===== src/rtl/rf_dump_pkg.sv =====
// rf_dump_pkg: shared types and register-file geometry for the register dump controller.
package rf_dump_pkg;

   typedef enum logic [1:0] {IDLE, FETCH, SEND, DONE} state_e;

   localparam int RF_DATA_W = 16;
   localparam int RF_ADDR_W = 4;
   localparam int RF_DEPTH  = 16;

endpackage


===== src/rtl/rf_dump_ctrl.sv =====
// rf_dump_ctrl: on a halt rising edge, walks the register file read port and streams
// registers FIRST_REG..LAST_REG out over valid/ready, holding off core writes meanwhile.
module rf_dump_ctrl
   import rf_dump_pkg::*;
#(
   parameter int DATA_W    = RF_DATA_W,
   parameter int ADDR_W    = RF_ADDR_W,
   parameter int FIRST_REG = 1,
   parameter int LAST_REG  = RF_DEPTH - 1
) (
   input  logic              clk,
   input  logic              rst_n,
   input  logic              hlt,
   output logic [ADDR_W-1:0] rf_rd_addr,
   input  logic [DATA_W-1:0] rf_rd_data,
   output logic              rf_rd_sel,
   output logic              rf_hold,
   output logic              dump_valid,
   input  logic              dump_ready,
   output logic [ADDR_W-1:0] dump_idx,
   output logic [DATA_W-1:0] dump_data,
   output logic              dump_last,
   output logic              busy,
   output logic              done
);

   localparam logic [ADDR_W-1:0] FIRST_A = ADDR_W'(FIRST_REG);
   localparam logic [ADDR_W-1:0] LAST_A  = ADDR_W'(LAST_REG);

   state_e            state_q;
   logic [ADDR_W-1:0] idx_q, dump_idx_q;
   logic [DATA_W-1:0] dump_data_q;
   logic              hlt_q, busy_q, hold_q, valid_q, done_q, last_q;

   always_ff @(posedge clk or negedge rst_n) begin
      if (!rst_n) begin
         state_q     <= IDLE;
         idx_q       <= FIRST_A;
         hlt_q       <= 1'b0;
         busy_q      <= 1'b0;
         hold_q      <= 1'b0;
         valid_q     <= 1'b0;
         done_q      <= 1'b0;
         last_q      <= 1'b0;
         dump_idx_q  <= '0;
         dump_data_q <= '0;
      end else begin
         hlt_q <= hlt;
         case (state_q)
            IDLE: if (hlt && !hlt_q) begin
               state_q <= FETCH;
               idx_q   <= FIRST_A;
               busy_q  <= 1'b1;
               hold_q  <= 1'b1;
            end
            FETCH: begin
               dump_data_q <= rf_rd_data;
               dump_idx_q  <= idx_q;
               last_q      <= (idx_q == LAST_A);
               valid_q     <= 1'b1;
               state_q     <= SEND;
            end
            SEND: if (dump_ready) begin
               valid_q <= 1'b0;
               // idx stops at LAST_REG so it can never wrap past the end of the file
               if (idx_q == LAST_A) begin
                  state_q <= DONE;
                  busy_q  <= 1'b0;
                  done_q  <= 1'b1;
               end else begin
                  idx_q   <= idx_q + ADDR_W'(1);
                  state_q <= FETCH;
               end
            end
            DONE: if (!hlt) begin
               state_q <= IDLE;
               done_q  <= 1'b0;
               hold_q  <= 1'b0;
            end
            default: state_q <= IDLE;
         endcase
      end
   end

   assign rf_rd_addr = busy_q ? idx_q : '0;
   assign rf_rd_sel  = busy_q;
   assign busy       = busy_q;
   assign rf_hold    = hold_q;
   assign dump_valid = valid_q;
   assign dump_idx   = dump_idx_q;
   assign dump_data  = dump_data_q;
   assign dump_last  = last_q;
   assign done       = done_q;

endmodule


===== config.mk =====
export PLATFORM = sky130hd
export DESIGN_NAME = rf_dump_ctrl
export DESIGN_NICKNAME = d
export VERILOG_FILES = /design/src/rtl/rf_dump_pkg.sv /design/src/rtl/rf_dump_ctrl.sv
export SDC_FILE = /design/constraint.sdc
export NUM_CORES = 1
export LEC_CHECK = 0
export CAP_MARGIN = 5
export CORE_UTILIZATION = 45
export CTS_BUF_LIST = sky130_fd_sc_hd__clkbuf_2
export DETAILED_ROUTE_END_ITERATION = 8
export PLACE_DENSITY = 0.81
export SLEW_MARGIN = 20
export SYNTH_ARGS = -nofsm -noshare
export SYNTH_HDL_FRONTEND = slang
export SYNTH_SLANG_ARGS = --single-unit

===== constraint.sdc =====
create_clock -name clk -period 1.96 [get_ports clk]
set_input_delay 0.392 -clock clk [delete_from_list [all_inputs] [get_ports clk]]
set_output_delay 0.392 -clock clk [all_outputs]
set_load 0.1 [all_outputs]

**Yosys cells after proc, flatten, opt, wreduce, memory -nomap -nowiden**

Cells that the tools add are included.

- Register bits: 32
- Input port bits: 20
- Word-level logic and storage cells: 54

- Add/subtract/negate cells: 1
- Eq/ne operators: 9
- Mux-type cells: 21
- Reductions and logical operators: 13

Operators by type and width:

| cell | count |
|---|---|
| 4-bit two-way mux | 4 |
| 4-bit AND reduction | 3 |
| 2-bit != test (second input constant) | 5 |
| 2-bit two-way mux | 4 |
| 1-bit case mux with 2 select lines | 4 |
| 2-bit case mux with 4 select lines | 1 |
| 4-bit case mux with 2 select lines | 1 |
| 2-bit nonzero test | 4 |
| 1-bit two-way mux | 7 |
| 3-bit AND reduction | 2 |
| 4-bit by 1-bit adder with 4-bit output (second input constant) | 1 |
| 2-bit equality test (second input constant) | 2 |
| 4-bit equality test (second input constant) | 1 |
| 2-bit by 1-bit equality test with 1-bit output (second input constant) | 1 |
| 2-bit logical NOT | 1 |
| 2-bit AND reduction | 1 |
| 1-bit logical AND | 1 |
| 1-bit logical NOT | 1 |

**Depth between registers and ports, before layout**

Gate-level depths: netlist of run 1.

- Depth in word-level cells: 4
- Gate-level depth with buffers: 4
- Depth with buffers taken out: 4

**Worst setup path after synthesis of run 1**

Ideal clock, no wire load.

- Kind: flip-flop to output port
- Start: register busy_q (netlist: busy)
- End: output rf_rd_addr[1]
- Arrival: 1843 ps
- Required time: 1568 ps
- Path slack: -275 ps
- Stages on the path, launching flop included: 2
- Buffers on the path: 0
- Cell sequence: dfrtp_1 > and2_1

- Word-level cells in the longest chain between the ends: 1

RTL lines:

| item | line | text |
|---|---|---|
| start, declared | rf_dump_ctrl.sv:33 | `logic hlt_q, busy_q, hold_q, valid_q, done_q, last_q;` |
| start signal, assigned | rf_dump_ctrl.sv:40 | `busy_q <= 1'b0;` |
| start signal, assigned | rf_dump_ctrl.sv:53 | `busy_q <= 1'b1;` |
| start signal, assigned | rf_dump_ctrl.sv:68 | `busy_q <= 1'b0;` |
| 4-bit two-way mux | rf_dump_ctrl.sv:85 | `assign rf_rd_addr = busy_q ? idx_q : '0;` |
| end, declared | rf_dump_ctrl.sv:14 | `output logic [ADDR_W-1:0] rf_rd_addr,` |

Every way passes these cells.

**Worst setup path in the final report of run 1**

- Start: register idx_q[0]
- End: output rf_rd_addr[0]

- Word-level cells in the longest chain between the ends: 1

RTL lines:

| item | line | text |
|---|---|---|
| start, declared | rf_dump_ctrl.sv:31 | `logic [ADDR_W-1:0] idx_q, dump_idx_q;` |
| start signal, assigned | rf_dump_ctrl.sv:71 | `idx_q <= idx_q + ADDR_W'(1);` |
| 4-bit two-way mux | rf_dump_ctrl.sv:85 |  |

Every way passes these cells.

==> results of run 1 <==
-- per-layer routing --
metal	up-vias	wire length [um]
met3	11	182
li1	485	-
met1	496	1190
met5	-	0
met2	36	1380
met4	0	78
-- registers in the layout, summed over array words and instances (netlist names) --
register and flops:
dump_data 16, dump_idx 4, idx_q 4, state_q 2
busy 1, done 1, dump_last 1, dump_valid 1
hlt_q 1, rf_hold 1
-- kinds of logic after synthesis --
kind of cell | after synthesis | synth area share (%)
AO/OA/AOI/OAI | 19 | 10.3
flip-flops | 32 | 58.6
adder cells (fa/ha/maj) | 1 | 0.914
AND/OR/NAND/NOR | 20 | 8.13
multiplexers | 23 | 18.7
buffers and inverters | 10 | 3.29
-- how the worst max path moves through the flow --
stage / start / to / slack [ns] / cells after the start
2_1_floorplan: busy$_DFFE_PN0P_ / rf_rd_addr[1] / 0.29 / 1
3_3_place_gp: hlt / idx_q[2]$_DFFE_PN0P_ / 0.20 / 4
3_5_place_dp: hlt / idx_q[2]$_DFFE_PN0P_ / 0.19 / 4
4_1_cts: idx_q[0]$_DFFE_PN1P_ / rf_rd_addr[0] / 0.23 / 2
5_1_grt: idx_q[0]$_DFFE_PN1P_ / rf_rd_addr[0] / 0.19 / 2
6_report: idx_q[0]$_DFFE_PN1P_ / rf_rd_addr[0] / 0.26 / 2
-- cell type report --
class / count / area, sq um
well taps: 31 / 38.8
inverters: 5 / 18.8
fillers: 227 / 867
multi-input cells: 63 / 529
repair buffers: 53 / 533
clock buffers: 7 / 35.0
clock inverters: 1 / 3.75
flip-flops and latches: 32 / 803
-- stage by stage --
step | hold WS [ns] | instance area [sq um]
global route | 0.395 | 1960
floorplan | 0.0964 | 1380
global placement | 0.492 | 1920
finish | 0.393 | 1960
detailed placement | 0.498 | 1920
CTS | 0.387 | 1960
-- cells in the final DEF (no fill, tap or decap), drive strengths merged, types with 2 or more instances in the layout --
master / n
buf: 34
dfrtp: 31
mux2: 21
clkdlybuf4s50: 19
clkbuf: 7
a21oi: 6
inv: 5
and2: 5
o21ai: 4
nand2: 4
nand3: 3
mux2i: 2
nand2b: 2
nor2: 2
==> flow_summary.toml, run 1 <==
[finish]
fin_cells = 192
area_delta_synth_final_pct = 43.3
antenna_cells = 0
post-route-util_pct = 69.3
fin_nets = 181
drive_above_1_share_pct = 45.3

[grt]
gr-total-overflow = 0
grt_pass1_wl_um = 4880
grt_use_met3_pct = 8.39
grt_max_degree = 33
grtUsageMet2_pct = 32.8
gr-usage-met1_pct = 22.8
grt_pass1_vias = 1096
top_usage_layer = "met2"
antenna_found_initial = 0
track_usage_pct = 20.0

[detailed_routing]
drtPass1Iterations = 6
drt_iter0_drc = 24
final_antenna_net_count = 0
num_vias = 1028
drt-vias-per-instance = 5.35
drt_wl_total_um = 2830
route.detailed.drc = 4
post_drt_wl_per_cell_um = 14.7

[cts]
clock_latency_ns = 0.37
cts_setup_buffers = 0
clock-sinks = 32
htree_levels = 2
clk_pin_slew_ns = 0.16
cts_tree = "yes"
cts_made_buffers = 5
cts_hold_buf = 0
cts_root_buffer = "clkbuf_2"
clockBufferDepth = 2
ctsResizeCount = 0

[yosys]
synthDistinctLibCells = 29
yosysSeqAreaShare_pct = 58.6
synth_top_cell_by_area = "dfrtp_1"
synth_edf_count = 0
syn_nets = 126
yosys_warnings = 0
postSynth.asyncResetShare_pct = 100
syn_avg_cell_area_sq_um = 13.0
ys_ff_latch = 32
synth_top_area_share_pct = 56.7
synthFlopType = "dfrtp_1"
synth_common_cells = "31 x dfrtp_1, 21 x mux2_2, 6 x a21oi_1"
yosysMostFrequentCell = "dfrtp_1"
synthTopCellsByArea = "dfrtp_1 57%, mux2_2 17%, and2_1 2.3%"
syn_inst = 105
netlist_area_sq_um = 1370

[setup_path]
path_class = "flip-flop to primary output"
cp_slowest_cell = "dfstp_2"
end_kind = "primary output"
arrival_ns = 1.31
worstPathCellList = "and2_2 > buf_12"
crit_family = "flip-flops"
cp_max_fo = 5
regToRegStartpoint = "idx_q[0]$_DFFE_PN1P_"
slowest_delay_ns = 0.61
worst_setup_path_start_kind = "flip-flop"
path_buf_inv = 1
required_ns = 1.57
reg2regPathDepth = 4
r2r_end = "idx_q[1]$_DFFE_PN0P_"
reg2reg_slack_ns = 0.43

[status]
violations = "DRC"
status = "finished, violations left"

[placement]
routabilityCongestion = 0.768
port_buffers = 49
dpl.hpwl_um = 2100
pre_cts_ws_ns = 0.189
dp_cells = 184

[floorplanning]
ios = 50
initial_utilization_pct = 48.4
num_rows = 19
die_area_sq_um = 3270
core_sq_um = 2830
fp.dieW_um = 57.2
fp.dieH_um = 57.2

[sta]
period_minus_slack_ns = 1.70
max_freq_ghz = 0.588
setup_ws_ns = 0.258
post-route-period-util_pct = 86.8
hold_violations = 0
rsz0062_at_grt = "false"
setup-violations-final = 0
fin_skew_ns = 0.0239
tns_ns = 0
worst_pin_slew_ns = 0.401
slew_headroom_pct = 72.9
finalMaxSlewViolations = 0

[min_path]
hold_class = "input pin to async pin"

[job]
maxCapViolCount = 0
Power of run 1 is left out: the tool's default activity adds up to more than one toggle a clock period on the data nets, which glitch-free logic cannot reach.
==> run 2, diff against run 1 <==
--- a/config.mk
+++ b/config.mk
@@ -6,10 +6,12 @@
 export NUM_CORES = 1
 export LEC_CHECK = 0
 export CAP_MARGIN = 5
-export CORE_UTILIZATION = 45
+export CELL_PAD_IN_SITES_DETAIL_PLACEMENT = 0
+export CELL_PAD_IN_SITES_GLOBAL_PLACEMENT = 1
+export CORE_UTILIZATION = 35
 export CTS_BUF_LIST = sky130_fd_sc_hd__clkbuf_2
 export DETAILED_ROUTE_END_ITERATION = 8
-export PLACE_DENSITY = 0.81
+export PLACE_DENSITY_LB_ADDON = 0.1
 export SLEW_MARGIN = 20
 export SYNTH_ARGS = -nofsm -noshare
 export SYNTH_HDL_FRONTEND = slang
==> run 2 against run 1 <==
  * Global-route usage down 4.8 points
  * Fmax down 2.0%
  * Die area up 28%
  * The flow now finishes without violations
  * Flip-flop and latch count unchanged
  * Hold slack worse by 0.095 ns
  * First-iteration DRC count down 38%
  * Utilization down 16 points
  * Via count up 0.19%
  * Final area up 1.6%
  * Routed wire length down 2.2%
  * Setup slack worse by 0.034 ns
  * Clock-buffer cell count down 1
==> flow_summary.toml, run 2 (same netlist as run 1, synthesis figures left out) <==
[sta]
worst_pin_slew_ns = 0.485
post-route-period-util_pct = 88.6
tns_ns = 0
max_freq_ghz = 0.576
period_minus_slack_ns = 1.74
setup-violations-final = 0
slew_headroom_pct = 67.2
fin_skew_ns = 0.0244
rsz0062_at_grt = "false"
hold_violations = 0
finalMaxSlewViolations = 0

[detailed_routing]
drt-vias-per-instance = 4.90
drtPass1Iterations = 4
final_antenna_net_count = 0
post_drt_wl_per_cell_um = 13.2
drt_wl_total_um = 2770
drt_iter0_drc = 15
num_vias = 1030
route.detailed.drc = 0

[placement]
dp_cells = 202
routabilityCongestion = 0.765
dpl.hpwl_um = 2050
placed_area_sq_um = 1950
port_buffers = 49

[cts]
clock-sinks = 32
cts_setup_buffers = 0
clockBufferDepth = 2
ctsResizeCount = 0
clk_pin_slew_ns = 0.17
htree_levels = 2
cts_tree = "yes"
cts_hold_buf = 0
cts_made_buffers = 5
clock_latency_ns = 0.38
cts_root_buffer = "clkbuf_2"

[setup_path]
reg2reg_slack_ns = 0.38
path_buf_inv = 1
required_ns = 1.57
arrival_ns = 1.34
slowest_delay_ns = 0.62
end_kind = "primary output"
worstPathCellList = "and2_2 > buf_12"
cp_slowest_cell = "dfstp_2"
worst_setup_path_start_kind = "flip-flop"
crit_family = "flip-flops"
path_class = "flip-flop to primary output"
cp_max_fo = 5

[finish]
mostFrequentLayoutCell = "dfrtp_1"
final_area_sq_um = 1990
multi_input_area_sq_um = 529
fin_cells = 210
area_delta_synth_final_pct = 45.6
drive_above_1_share_pct = 45.7
seqCellArea_sq_um = 803
largest_reg_flops = 16
post-route-util_pct = 53.6
fin_nets = 182
antenna_cells = 0
layout_common_cells = "30 x dfrtp_1, 28 x buf_4, 21 x mux2_2"
fillerInstances = 347

[grt]
grt_pass1_vias = 970
grt_pass1_wl_um = 4690
track_usage_pct = 15.3
gr-total-overflow = 0
grt_max_degree = 19
antenna_found_initial = 0

[min_path]
hold_class = "input pin to async pin"

[floorplanning]
num_rows = 22
die_area_sq_um = 4160
ios = 50
initial_utilization_pct = 36.8
fp.dieH_um = 64.5
core_sq_um = 3720
fp.dieW_um = 64.5

[job]
maxCapViolCount = 0

[status]
status = "finished, final reports clean"
run 2: layout make-up:
type | instances | area share, %
Tap cell | 48 | 3.01
Inverter | 5 | 0.942
Multi-Input combinational cell | 63 | 26.6
Clock buffer | 6 | 1.51
Clock inverter | 2 | 0.565
Timing Repair Buffer | 54 | 27.1
Sequential cell | 32 | 40.3
run 2: per-layer routing:
layer | GRT usage [%] | wire, um | vias to the layer above
met3 | 4.58 | 166 | 7
li1 | - | - | 483
met2 | 20.9 | 1220 | 34
met4 | 9.17 | 68 | 0
met5 | 0 | 0 | -
met1 | 21.0 | 1310 | 506
run 2: worst paths after layout:
kind / cells after the start / end / startpoint
setup reg to reg: 4 / idx_q[1]$_DFFE_PN0P_ / idx_q[0]$_DFFE_PN1P_
setup / recovery: 2 / rf_rd_addr[0] / idx_q[0]$_DFFE_PN1P_
min in group clk: 1 / dump_idx[1]$_DFFE_PN0P_ / dump_idx[1]$_DFFE_PN0P_
hold / removal: 1 / hlt_q$_DFF_PN0_ / rst_n
hold reg to reg: 1 / dump_idx[1]$_DFFE_PN0P_ / dump_idx[1]$_DFFE_PN0P_
max in group asynchronous: 2 / dump_idx[2]$_DFFE_PN0P_ / rst_n
run 2: per-stage QoR:
stage	hold slack, ns	setup WS, ns
6_report	0.297	0.224
2_1_floorplan	0.0964	0.291
4_1_cts	0.282	0.190
5_1_grt	0.281	0.154
3_3_place_gp	0.490	0.206
3_5_place_dp	0.496	0.175
Power of run 2 is left out for the same reason.
==> run 3, diff against run 2 <==
--- a/config.mk
+++ b/config.mk
@@ -5,13 +5,15 @@
 export SDC_FILE = /design/constraint.sdc
 export NUM_CORES = 1
 export LEC_CHECK = 0
+export ABC_CLOCK_PERIOD_IN_PS = 1960
 export CAP_MARGIN = 5
 export CELL_PAD_IN_SITES_DETAIL_PLACEMENT = 0
 export CELL_PAD_IN_SITES_GLOBAL_PLACEMENT = 1
 export CORE_UTILIZATION = 35
 export CTS_BUF_LIST = sky130_fd_sc_hd__clkbuf_2
+export CTS_CLUSTER_SIZE = 16
 export DETAILED_ROUTE_END_ITERATION = 8
-export PLACE_DENSITY_LB_ADDON = 0.1
+export PLACE_DENSITY_LB_ADDON = 0.25
 export SLEW_MARGIN = 20
 export SYNTH_ARGS = -nofsm -noshare
 export SYNTH_HDL_FRONTEND = slang
==> run 3 against run 2 <==
  * Critical endpoint is now rf_rd_addr[3]
  * First-iteration DRC count grew to 2.8 times the previous value
  * Flip-flop and latch count is the same
  * Die area is the same
  * Sequential share of layout area grew 0.31 points
  * Final area shrank 0.75%
  * Final cell count is the same
  * Non-clock buffer count is the same
  * Critical path depth is the same
  * Setup slack gained 0.055 ns
  * Via count grew 0.58%
  * Routed wire length grew 3.9%
==> flow_summary.toml, run 3 (same netlist as run 1, synthesis figures left out) <==
[setup_path]
cp_max_fo = 8
path_class = "flip-flop to primary output"
cp_slowest_cell = "dfrtp_1"
worst_setup_path_start_kind = "flip-flop"
slowest_delay_ns = 0.53
worstPathCellList = "and2_2 > buf_12"
endpoint = "rf_rd_addr[3]"
crit_family = "flip-flops"
crit_start = "idx_q[3]$_DFFE_PN0P_"
reg2reg_slack_ns = 0.29
end_kind = "primary output"
reg2regPathDepth = 4
required_ns = 1.57
path_buf_inv = 1
regToRegStartpoint = "state_q[0]$_DFFE_PN0P_"
r2r_end = "dump_data[8]$_DFFE_PN0P_"
path_depth = 2
arrival_ns = 1.29

[cts]
clockBufferDepth = 2
clock_latency_ns = 0.36
cts_root_buffer = "clkbuf_2"
clk_pin_slew_ns = 0.16
ctsResizeCount = 0
cts_hold_buf = 0
clock-sinks = 32
cts_made_buffers = 5
cts_setup_buffers = 0
cts_tree = "yes"
htree_levels = 2

[sta]
finalMaxSlewViolations = 0
worst_pin_slew_ns = 0.442
fin_skew_ns = 0.0191
max_freq_ghz = 0.595
period_minus_slack_ns = 1.68
post-route-period-util_pct = 85.8
tns_ns = 0
hold_violations = 0
slew_headroom_pct = 70.5
rsz0062_at_grt = "false"
setup-violations-final = 0

[grt]
track_usage_pct = 15.3
grt_pass1_vias = 983
antenna_found_initial = 0
grt_max_degree = 17
grt_pass1_wl_um = 4690
gr-total-overflow = 0

[floorplanning]
num_rows = 22
fp.dieW_um = 64.5
die_area_sq_um = 4160
fp.dieH_um = 64.5
core_sq_um = 3720
initial_utilization_pct = 36.8
ios = 50

[detailed_routing]
post_drt_wl_per_cell_um = 13.7
drtPass1Iterations = 4
num_vias = 1036
final_antenna_net_count = 0
drt_wl_total_um = 2870
route.detailed.drc = 0
drt-vias-per-instance = 4.93
drt_iter0_drc = 42

[min_path]
hold_class = "input pin to async pin"

[status]
status = "finished, final reports clean"

[placement]
routabilityCongestion = 0.832
port_buffers = 49
dpl.hpwl_um = 2220
placed_area_sq_um = 1940

[finish]
final_area_sq_um = 1980
drive_above_1_share_pct = 45.7
largest_reg_flops = 16
area_delta_synth_final_pct = 44.5
mostFrequentLayoutCell = "dfrtp_1"
layout_common_cells = "30 x dfrtp_1, 29 x buf_4, 21 x mux2_2"
fin_nets = 182
antenna_cells = 0

[job]
maxCapViolCount = 0
## run 3: cell count changes in the layout (fill, tap and decap cells not counted), sizes merged
| cell | previous run | this run |
|---|---|---|
| clkbuf | 6 | 7 |
| clkinvlp | 1 | 0 |
## run 3: routing by layer
metal / GRT usage [%] / vias up / wire length (um)
met5: 0 / - / 0
met4: 5.83 / 0 / 13
met3: 5.81 / 2 / 222
met2: 25.7 / 47 / 1510
met1: 17.6 / 500 / 1120
li1: - / 487 / -
## run 3: worst min-delay path by stage
stage	from	to	slack (ns)
after global placement	dump_data[11]$_DFFE_PN0P_	dump_data[11]$_DFFE_PN0P_	0.49
after global routing	rst_n	idx_q[2]$_DFFE_PN0P_	0.24
after detailed placement	dump_data[15]$_DFFE_PN0P_	dump_data[15]$_DFFE_PN0P_	0.50
after floorplan	rst_n	busy$_DFFE_PN0P_	0.1
after CTS	rst_n	idx_q[2]$_DFFE_PN0P_	0.25
final	rst_n	idx_q[2]$_DFFE_PN0P_	0.25
## run 3: stage by stage
| step | worst slack, ns | instances | hold WS, ns | util [%] |
|---|---|---|---|---|
| finish | 0.279 | 210 | 0.252 | 53.2 |
| global route | 0.184 | 210 | 0.236 | 53.2 |
| CTS | 0.242 | 210 | 0.250 | 53.2 |
| detailed placement | 0.196 | 202 | 0.498 | 52.2 |
| global placement | 0.210 | 202 | 0.493 | 52.2 |
| floorplan | 0.291 | 105 | 0.0964 | - |
## run 3: cell type report
| cell class | count | area, sq um |
|---|---|---|
| sequential | 32 | 803 |
| timing repair buffer | 54 | 528 |
| clock inverter | 1 | 3.75 |
| inverter | 5 | 18.8 |
| fill | 354 | 1740 |
| multi-input combinational | 63 | 529 |
| tap | 48 | 60.1 |
| clock buffer | 7 | 35.0 |
Power of run 3 is left out for the same reason.
